<file path="src/rtl/mem_access_unit.sv">
// Load/store front-end for a word-only data memory: sub-word stores via read-modify-write, extended loads.
// Optional macro MEM_ACCESS_MISALIGN_ERR_EN turns misaligned half/word accesses into error responses.
module mem_access_unit #(
  parameter int MEM_WORDS = 64
) (
  input  logic        clk,
  input  logic        rst_n,
  input  logic        req_valid,
  output logic        req_ready,
  input  logic        req_write,
  input  logic [1:0]  req_size,
  input  logic        req_unsigned,
  input  logic [31:0] req_addr,
  input  logic [31:0] req_wdata,
  output logic        rsp_valid,
  input  logic        rsp_ready,
  output logic [31:0] rsp_rdata,
  output logic        rsp_err,
  output logic [31:0] mem_address,
  output logic [31:0] mem_write_data,
  output logic        mem_write_enable,
  input  logic [31:0] mem_read_data
);

  typedef enum logic [1:0] {
    IDLE   = 2'd0,
    ACCESS = 2'd1,
    MERGE  = 2'd2,
    RESP   = 2'd3
  } state_t;

  localparam logic [1:0]  SIZE_BYTE  = 2'b00;
  localparam logic [1:0]  SIZE_HALF  = 2'b01;
  localparam logic [29:0] WORD_LIMIT = 30'(MEM_WORDS);

  state_t      state_r;
  state_t      state_s;
  logic [31:0] addr_r;
  logic [31:0] wdata_r;
  logic [31:0] rdata_q;
  logic [31:0] rsp_rdata_r;
  logic [1:0]  size_r;
  logic        unsigned_r;
  logic        write_r;
  logic        rsp_err_r;
  logic        req_err_s;
  logic        sub_word_s;

  function automatic logic [31:0] load_extend(input logic [31:0] word, input logic [1:0] size,
                                              input logic [1:0] lane, input logic zext);
    logic [7:0]  b;
    logic [15:0] h;
    logic [31:0] res;
    case (lane)
      2'd0:    b = word[7:0];
      2'd1:    b = word[15:8];
      2'd2:    b = word[23:16];
      default: b = word[31:24];
    endcase
    if (lane[1]) h = word[31:16];
    else         h = word[15:0];
    case (size)
      SIZE_BYTE: res = zext ? {24'h000000, b} : {{24{b[7]}}, b};
      SIZE_HALF: res = zext ? {16'h0000, h} : {{16{h[15]}}, h};
      default:   res = word;
    endcase
    return res;
  endfunction

  function automatic logic [31:0] store_merge(input logic [31:0] old, input logic [31:0] wdata,
                                              input logic [1:0] size, input logic [1:0] lane);
    logic [31:0] res;
    res = old;
    if (size == SIZE_BYTE) begin
      case (lane)
        2'd0:    res[7:0]   = wdata[7:0];
        2'd1:    res[15:8]  = wdata[7:0];
        2'd2:    res[23:16] = wdata[7:0];
        default: res[31:24] = wdata[7:0];
      endcase
    end else if (lane[1]) begin
      res[31:16] = wdata[15:0];
    end else begin
      res[15:0] = wdata[15:0];
    end
    return res;
  endfunction

  // Request error decode: range always, alignment only when the option is built in
  always_comb begin
    req_err_s = (req_addr[31:2] >= WORD_LIMIT);
`ifdef MEM_ACCESS_MISALIGN_ERR_EN
    case (req_size)
      SIZE_BYTE: req_err_s = req_err_s;
      SIZE_HALF: req_err_s = req_err_s | req_addr[0];
      default:   req_err_s = req_err_s | (req_addr[1:0] != 2'b00);
    endcase
`endif
  end

  assign sub_word_s = (size_r == SIZE_BYTE) || (size_r == SIZE_HALF);

  // State register
  always_ff @(posedge clk or negedge rst_n) begin
    if (!rst_n) state_r <= IDLE;
    else        state_r <= state_s;
  end

  // Next-state and state-decoded memory/handshake outputs
  always_comb begin
    state_s          = state_r;
    req_ready        = 1'b0;
    rsp_valid        = 1'b0;
    mem_address      = 32'h0000_0000;
    mem_write_data   = 32'h0000_0000;
    mem_write_enable = 1'b0;
    case (state_r)
      IDLE: begin
        req_ready = 1'b1;
        if (req_valid) state_s = req_err_s ? RESP : ACCESS;
        else           state_s = IDLE;
      end
      ACCESS: begin
        mem_address = {addr_r[31:2], 2'b00};
        if (write_r && !sub_word_s) begin
          mem_write_enable = 1'b1;
          mem_write_data   = wdata_r;
          state_s          = RESP;
        end else if (write_r) begin
          state_s = MERGE;
        end else begin
          state_s = RESP;
        end
      end
      MERGE: begin
        mem_address      = {addr_r[31:2], 2'b00};
        mem_write_enable = 1'b1;
        mem_write_data   = store_merge(rdata_q, wdata_r, size_r, addr_r[1:0]);
        state_s          = RESP;
      end
      RESP: begin
        rsp_valid = 1'b1;
        if (rsp_ready) state_s = IDLE;
        else           state_s = RESP;
      end
      default: state_s = IDLE;
    endcase
  end

  // Request capture, read-data capture and response registers
  always_ff @(posedge clk or negedge rst_n) begin
    if (!rst_n) begin
      addr_r      <= 32'h0000_0000;
      wdata_r     <= 32'h0000_0000;
      rdata_q     <= 32'h0000_0000;
      rsp_rdata_r <= 32'h0000_0000;
      size_r      <= 2'b00;
      unsigned_r  <= 1'b0;
      write_r     <= 1'b0;
      rsp_err_r   <= 1'b0;
    end else begin
      case (state_r)
        IDLE: begin
          if (req_valid) begin
            addr_r      <= req_addr;
            wdata_r     <= req_wdata;
            size_r      <= req_size;
            unsigned_r  <= req_unsigned;
            write_r     <= req_write;
            rsp_rdata_r <= 32'h0000_0000;
            rsp_err_r   <= req_err_s;
          end
        end
        ACCESS: begin
          rdata_q <= mem_read_data;
          if (!write_r) rsp_rdata_r <= load_extend(mem_read_data, size_r, addr_r[1:0], unsigned_r);
        end
        default: ;
      endcase
    end
  end

  assign rsp_rdata = rsp_rdata_r;
  assign rsp_err   = rsp_err_r;

endmodule
</file>
<file path="config.mk">
export PLATFORM = sky130hd
export DESIGN_NAME = mem_access_unit
export DESIGN_NICKNAME = d
export VERILOG_FILES = /design/src/rtl/mem_access_unit.sv
export SDC_FILE = /design/constraint.sdc
export NUM_CORES = 1
export LEC_CHECK = 0
export ABC_CLOCK_PERIOD_IN_PS = 3530
export BUFFER_PORTS_ARGS = -buffer_cell sky130_fd_sc_hd__buf_2
export CORE_ASPECT_RATIO = 0.75
export CORE_UTILIZATION = 50
export CTS_BUF_LIST = sky130_fd_sc_hd__clkbuf_8 sky130_fd_sc_hd__clkbuf_16
export DETAILED_ROUTE_END_ITERATION = 8
export PLACE_DENSITY = 0.75
export SLEW_MARGIN = 20
export SYNTH_ARGS = -nofsm -noshare
export SYNTH_HDL_FRONTEND = slang
export SYNTH_SLANG_ARGS = --single-unit
</file>
<file path="constraint.sdc">
create_clock -name clk -period 3.53 [get_ports clk]
set_input_delay 0.353 -clock clk [delete_from_list [all_inputs] [get_ports clk]]
set_output_delay 0.353 -clock clk [all_outputs]
set_load 0.02 [all_outputs]
</file>
==> impl_metrics.py, run 1 <==
metrics = {
    "die": {
        "core-area_um2": 13100,
        "dieArea_um2": 14100,
        "start_util_pct": 51.8,
        "std_cell_rows": 36,
        "die_h_um": 103,
        "io_pins": 204,
        "die_w_um": 137,
    },
    "yosys": {
        "synthFlopType": "dfrtp_1",
        "synth_cell_types": 52,
        "yosys-top-cells-area": "dfrtp_1, mux2_2, and2_1, a221o_1, nand2_1",
        "synth_edf_count": 0,
        "yosysWarnings": 0,
        "yosysMostFrequentCell": "dfrtp_1",
        "syn_area_um2": 6790,
        "async_reset_ff_share_pct": 100,
        "ys_seq_area_share_pct": 49.8,
        "syn_avg_cell_area_um2": 11.6,
        "synth_top_cell_by_area": "dfrtp_1",
        "synth_top_area_share_pct": 49.8,
        "syn_inst": 584,
        "ys_ff_latch": 135,
        "synthTopCellsByCount": "dfrtp_1, mux2_2, nand2_1, and2_1, o21ai_0",
    },
    "timing": {
        "finalCritPeriodShare_pct": 85.9,
        "fin_skew_ns": 0.00695,
        "hold_viol": 11,
        "tightest_slew_ns": 1.04,
        "clock.fmax_mhz": 330,
        "slew_headroom_pct": 30.3,
        "tns_ns": 0,
        "min_period_ns": 3.03,
        "drv_slew": 0,
        "rsz0062_at_grt": "false",
        "setup_viol": 0,
        "timing.hold.ws_ns": -0.00970,
    },
    "global_route": {
        "grt_pass1_vias": 5467,
        "grt_use_total_pct": 29.0,
        "grt_max_degree": 88,
        "antenna_found_initial": 0,
        "grt_pass1_wl_mm": 30.0,
        "overflow": 0,
    },
    "pwr": {
        "combPwrFrac_pct": 48.2,
        "p_sw_share_pct": 41.6,
        "switchingPower_mw": 3.72,
        "vdd_drop_max_v": 0.000624,
        "p_int_mw": 5.23,
        "clockPowerShare_pct": 19.7,
        "power_leakage_nw": 4.04,
        "seqPwrFrac_pct": 32.0,
        "p_per_area_nw_per_um2": 1050,
    },
    "job": {
        "max_cap_violations": 0,
    },
    "worst_setup_path": {
        "reg2reg_from": "addr_r[1]$_DFFE_PN0P_",
        "crit_fanout": 18,
        "rrSetupSlack_ns": 1.20,
        "startpoint_type": "flop",
        "required_ns": 3.18,
        "r2r_cells": 4,
        "cp.arrival_ns": 2.68,
        "worstSetupEndpointType": "output port",
        "regToRegEndpoint": "rsp_rdata[8]$_DFFE_PN0P_",
        "criticalPathCategory": "flop to output port",
    },
    "clock_network": {
        "clockBufferDepth": 2,
        "cts_root_buffer": "clkbuf_16",
        "hold_buffers": 0,
        "cts_setup_buffers": 0,
        "tritoncts": "done",
        "htreeDepth": 4,
        "cts_sinks": 135,
        "path_clk_slew_ns": 0.06,
        "clock_latency_ns": 0.42,
        "cts_buffers": 17,
    },
    "final_layout": {
        "final_nets": 879,
        "syn_to_final_growth_pct": 25.0,
        "drive_gt1_share_pct": 45.3,
        "fin_cells": 954,
        "final_area_um2": 8480,
        "antenna_cells": 0,
    },
    "drt": {
        "vias_per_cell": 5.86,
        "drt_iter0_drc": 561,
        "avgRoutedWirePerCell_um": 20.8,
        "routed_wl_mm": 19.8,
        "ant_nets": 0,
        "remaining_drc_errors": 0,
        "dr.pass1.iters": 5,
        "dr_total_vias": 5590,
    },
    "placed_design": {
        "port_buffers": 201,
        "gp_congestion": 0.900,
        "place_inst": 923,
        "dp_hpwl_mm": 14.6,
        "placed_area_um2": 7890,
    },
    "status": {
        "violations": "negative hold slack",
        "outcome": "finished with violations",
    },
    "hold_path": {
        "hold_class": "input port to asynchronous set/reset pin",
    },
}
==> layout by cell type, fill, tap and decap left out, drive strengths merged, types with 2 or more instances in the layout <==
master	instances
o22ai	3
nor3b	2
or4b	8
nand2	45
and2	31
ha	4
nand2b	3
a21o	9
inv	5
nor2	7
a21oi	11
nor2b	11
o21ai	44
clkinvlp	2
nor4	6
buf	214
a22oi	9
dfrtp	135
a311oi	6
o21bai	2
o2bb2ai	8
a22o	8
nor3	10
bufinv	2
mux2	101
clkbuf	22
clkinv	5
mux2i	16
a21boi	8
nand3b	7
conb	2
o31ai	6
o21a	2
a221o	17
==> area by class of cell <==
cell class              instances  area, um2
clock buffers                  22        494
clock inverters                 9       98.8
fillers                      1047       4630
inverters                       5       18.8
multi-input cells             398       3160
flip-flops and latches        135       3380
well taps                     171        214
repair buffers                214       1120
==> per-layer routing <==
metal | global-route usage, % | vias to the layer above | part of all wire (%)
met5 | 0 | - | 0
met4 | 6.50 | 0 | 1.2
met3 | 7.28 | 26 | 8.8
met2 | 42.6 | 284 | 44
met1 | 43.0 | 2762 | 46
li1 | - | 2518 | -
==> worst max path at each step <==
stage,start,end,slack [ns],depth (start not counted)
2_1_floorplan,state_r[0]$_DFF_PN0_,mem_write_data[1],1.45,7
3_5_place_dp,addr_r[0]$_DFFE_PN0P_,mem_write_data[6],0.73,5
3_3_place_gp,addr_r[0]$_DFFE_PN0P_,mem_write_data[1],0.91,5
6_report,addr_r[0]$_DFFE_PN0P_,mem_write_data[6],0.50,5
5_1_grt,addr_r[0]$_DFFE_PN0P_,mem_write_data[6],0.26,5
4_1_cts,addr_r[0]$_DFFE_PN0P_,mem_write_data[6],0.28,5
==> metrics by stage <==
step / hold slack [ns] / setup WS [ns] / utilization (%) / total power [mW]
final: -0.00970 / 0.498 / 64.7 / 8.95
after global routing: 0.0598 / 0.261 / 64.7 / 9.46
after CTS: 0.0299 / 0.279 / 64.7 / 8.93
after detailed placement: 0.458 / 0.734 / 60.2 / 7.14
after global placement: 0.460 / 0.905 / 60.2 / 6.96
after floorplan: 0.0574 / 1.45 / - / 5.81
==> flip-flops by register name (all words and copies together), names as in the netlist <==
signal	cells
write_r	1
size_r	2
addr_r	32
rsp_err	1
rsp_rdata	32
rdata_q	32
unsigned_r	1
wdata_r	32
state_r	2
==> power by group through the flow <==
stage / combinational [mW] / clock (mW) / sequential [mW]
after floorplan: 3.16 / 0 / 2.65
after global placement: 4.14 / 0 / 2.82
after detailed placement: 4.27 / 0 / 2.86
after CTS: 4.30 / 1.79 / 2.84
after global routing: 4.66 / 1.86 / 2.94
final: 4.32 / 1.77 / 2.86
==> critical path: stages, from the launching register on <==
cell     delay (ns)
dfrtp_1        0.64
nor2b_2        0.51
a21oi_1        0.26
nor2_1         0.44
a22o_1         0.24
buf_2          0.17
==> cell families (layout without fill, tap and decap cells) <==
group | Yosys count | after routing | synth area share, %
compound gates | 137 | 137 | 14.3
fa+ha+maj | 4 | 4 | 0.737
buf+inv | 52 | 250 | 3.87
flops | 135 | 135 | 49.8
mux | 118 | 118 | 19.4
other cells | 1 | 2 | 0.0552
simple gates | 137 | 137 | 11.8
==> timing repair <==
item / in CTS / in global routing
endpoints found under the setup margin: 0 / 6
endpoints found under the hold margin: 0 / 0
gates resized for setup: 0 / 1
No activity file was read; power rests on OpenSTA's default activity.
==> run 2: changes to the inputs <==
--- a/config.mk
+++ b/config.mk
@@ -5,13 +5,14 @@
 export SDC_FILE = /design/constraint.sdc
 export NUM_CORES = 1
 export LEC_CHECK = 0
-export ABC_CLOCK_PERIOD_IN_PS = 3530
+export ABC_CLOCK_PERIOD_IN_PS = 2400
 export BUFFER_PORTS_ARGS = -buffer_cell sky130_fd_sc_hd__buf_2
 export CORE_ASPECT_RATIO = 0.75
-export CORE_UTILIZATION = 50
+export CORE_UTILIZATION = 47
 export CTS_BUF_LIST = sky130_fd_sc_hd__clkbuf_8 sky130_fd_sc_hd__clkbuf_16
+export CTS_CLUSTER_DIAMETER = 50
 export DETAILED_ROUTE_END_ITERATION = 8
-export PLACE_DENSITY = 0.75
+export PLACE_DENSITY = 0.74
 export SLEW_MARGIN = 20
 export SYNTH_ARGS = -nofsm -noshare
 export SYNTH_HDL_FRONTEND = slang
==> constraint.sdc (replaced) <==
create_clock -name clk -period 2.4 [get_ports clk]
set_input_delay 0.24 -clock clk [delete_from_list [all_inputs] [get_ports clk]]
set_output_delay 0.24 -clock clk [all_outputs]
set_load 0.02 [all_outputs]
==> run 2 against run 1 <==
Compared with the run above:
- the flow now finishes without violations
- critical endpoint is now mem_write_data[27]
- die area up 6.3%
- highest routed layer unchanged
- combinational power up 61%
- routed wire length up 6.2%
- design area up 2.8%
- global-route usage about the same
- critical path depth up 1
- clock power up 42%
- cell count up 3.1%
==> impl_metrics.py, run 2 (synthesis results as in run 1) <==
metrics = {
    "timing": {
        "drv_slew": 0,
        "setup_viol": 0,
        "min_period_ns": 2.30,
        "tightest_slew_ns": 0.661,
        "worst_slack_ns": 0.0965,
        "tns_ns": 0,
        "finalCritPeriodShare_pct": 96.0,
        "timing.hold.ws_ns": 0.0525,
        "fin_skew_ns": 0.00977,
        "rsz0062_at_grt": "false",
        "hold_viol": 0,
        "slew_headroom_pct": 55.9,
        "clock.fmax_mhz": 434,
    },
    "die": {
        "dieArea_um2": 14900,
        "start_util_pct": 48.9,
        "die_w_um": 141,
        "core-area_um2": 13900,
        "std_cell_rows": 37,
        "io_pins": 204,
        "die_h_um": 106,
    },
    "drt": {
        "remaining_drc_errors": 0,
        "drt_iter0_drc": 431,
        "avgRoutedWirePerCell_um": 21.4,
        "routed_wl_mm": 21.1,
        "vias_per_cell": 5.89,
        "ant_nets": 0,
        "dr_total_vias": 5792,
        "dr.pass1.iters": 5,
    },
    "status": {
        "outcome": "complete, no violations",
    },
    "pwr": {
        "power_leakage_nw": 4.13,
        "total_power_mw": 13.6,
        "p_sw_share_pct": 42.3,
        "vdd_drop_max_v": 0.000839,
        "switchingPower_mw": 5.76,
        "clockPowerShare_pct": 18.5,
        "p_per_area_nw_per_um2": 1560,
        "seqPwrFrac_pct": 30.4,
        "combPwrFrac_pct": 51.1,
        "p_int_mw": 7.85,
    },
    "placed_design": {
        "dpl_worst_slack_ns": 0.280,
        "port_buffers": 201,
        "dp_hpwl_mm": 15.8,
        "gp_congestion": 0.941,
    },
    "global_route": {
        "grt_pass1_vias": 5830,
        "grt_use_total_pct": 29.0,
        "antenna_found_initial": 0,
        "grt_max_degree": 73,
        "overflow": 0,
        "grt_pass1_wl_mm": 32.3,
    },
    "clock_network": {
        "cts_sinks": 135,
        "clock_latency_ns": 0.42,
        "cts_root_buffer": "clkbuf_16",
        "tritoncts": "done",
        "cts_buffers": 17,
        "path_clk_slew_ns": 0.06,
        "clockBufferDepth": 2,
        "htreeDepth": 4,
    },
    "worst_setup_path": {
        "rrSetupSlack_ns": 0.24,
        "startpoint_type": "flop",
        "regToRegEndpoint": "rsp_rdata[30]$_DFFE_PN0P_",
        "required_ns": 2.16,
        "crit_fanout": 8,
        "reg2reg_from": "state_r[1]$_DFF_PN0_",
        "criticalPathCategory": "flop to output port",
        "r2r_cells": 6,
        "worstSetupEndpointType": "output port",
        "cp.arrival_ns": 2.06,
    },
    "job": {
        "max_cap_violations": 0,
    },
    "final_layout": {
        "antenna_cells": 0,
        "final_nets": 904,
        "drive_gt1_share_pct": 48.7,
        "final_common_cell": "buf_2",
        "syn_to_final_growth_pct": 28.5,
        "nFillCells": 1117,
        "layout_common_cells": "buf_2, dfrtp_1, mux2_2",
    },
    "hold_path": {
        "whs_endpoint": "wdata_r[26]$_DFFE_PN0P_",
        "min_from": "req_wdata[26]",
        "hold_class": "input port to flop",
        "holdPathStages": 2,
    },
}
-- run 2: cell count changes in the layout (fill, tap and decap cells not counted), moves of 2 or more --
cell	change
inv_1	-3
inv_2	+2
clkbuf_8	-3
dfrtp_2	+3
clkinv_4	+3
clkinv_2	-3
clkinvlp_4	+4
buf_4	+24
dfrtp_1	-4
inv_6	+2
-- run 2: critical path, stage by stage, from the launching register on --
cell and delay (ns):
dfrtp_2 0.42, buf_4 0.19, o31a_1 0.31, o21ai_0 0.14, a21o_1 0.17, a21boi_1 0.20
buf_2 0.20
-- run 2: worst max path at each step --
stage	start	endpoint	slack [ns]	cells past startpoint
after floorplan	state_r[0]$_DFF_PN0_	rsp_rdata[21]$_DFFE_PN0P_	0.42	9
after global placement	size_r[1]$_DFFE_PN0P_	mem_write_data[3]	0.37	6
after detailed placement	size_r[1]$_DFFE_PN0P_	mem_write_data[6]	0.28	6
after CTS	size_r[1]$_DFFE_PN0P_	mem_write_data[6]	0.002	6
after global routing	addr_r[1]$_DFFE_PN0P_	mem_write_data[27]	0.004	5
final	size_r[1]$_DFFE_PN0P_	mem_write_data[27]	0.1	6
-- run 2: final cells by class --
cell class / count / area [um2] / share of cell area (%)
sequential: 135 / 3390 / 38.8
inverter: 5 / 18.8 / 0.215
clock buffer: 19 / 453 / 5.19
clock inverter: 13 / 124 / 1.42
timing repair buffer: 239 / 1320 / 15.1
multi-input combinational: 398 / 3200 / 36.7
tap: 175 / 219 / 2.51
-- run 2: stage by stage --
step,std cells,cell area [um2],util (%)
floorplan,585,6790,-
global placement,947,8030,57.8
detailed placement,947,8030,57.8
CTS,981,8660,62.4
global route,984,8720,62.8
finish,984,8720,62.8
-- run 2: layer usage --
layer  track usage (%)  share of wire [%]
met4              8.15                1.3
met3              7.48                9.7
met5                 0                  0
met2              43.1                 45
met1              41.7                 44
-- run 2: what timing repair did --
| action | CTS | global route |
|---|---|---|
| hold buffers | 1 | 0 |
| gates resized for setup | 11 | 10 |
| pin swaps | 1 | 2 |
| hold endpoints to repair | 68 | 0 |
| setup buffers | 1 | 3 |
| endpoints found under the setup margin | 31 | 27 |
-- run 2: power groups by stage --
| stage | Combinational [mW] | Clock, mW | Sequential (mW) |
|---|---|---|---|
| 2_1_floorplan | 4.64 | 0 | 3.90 |
| 6_report | 6.96 | 2.51 | 4.14 |
| 3_3_place_gp | 6.47 | 0 | 4.04 |
| 5_1_grt | 7.44 | 2.66 | 4.24 |
| 4_1_cts | 6.81 | 2.55 | 4.10 |
| 3_5_place_dp | 6.65 | 0 | 4.12 |
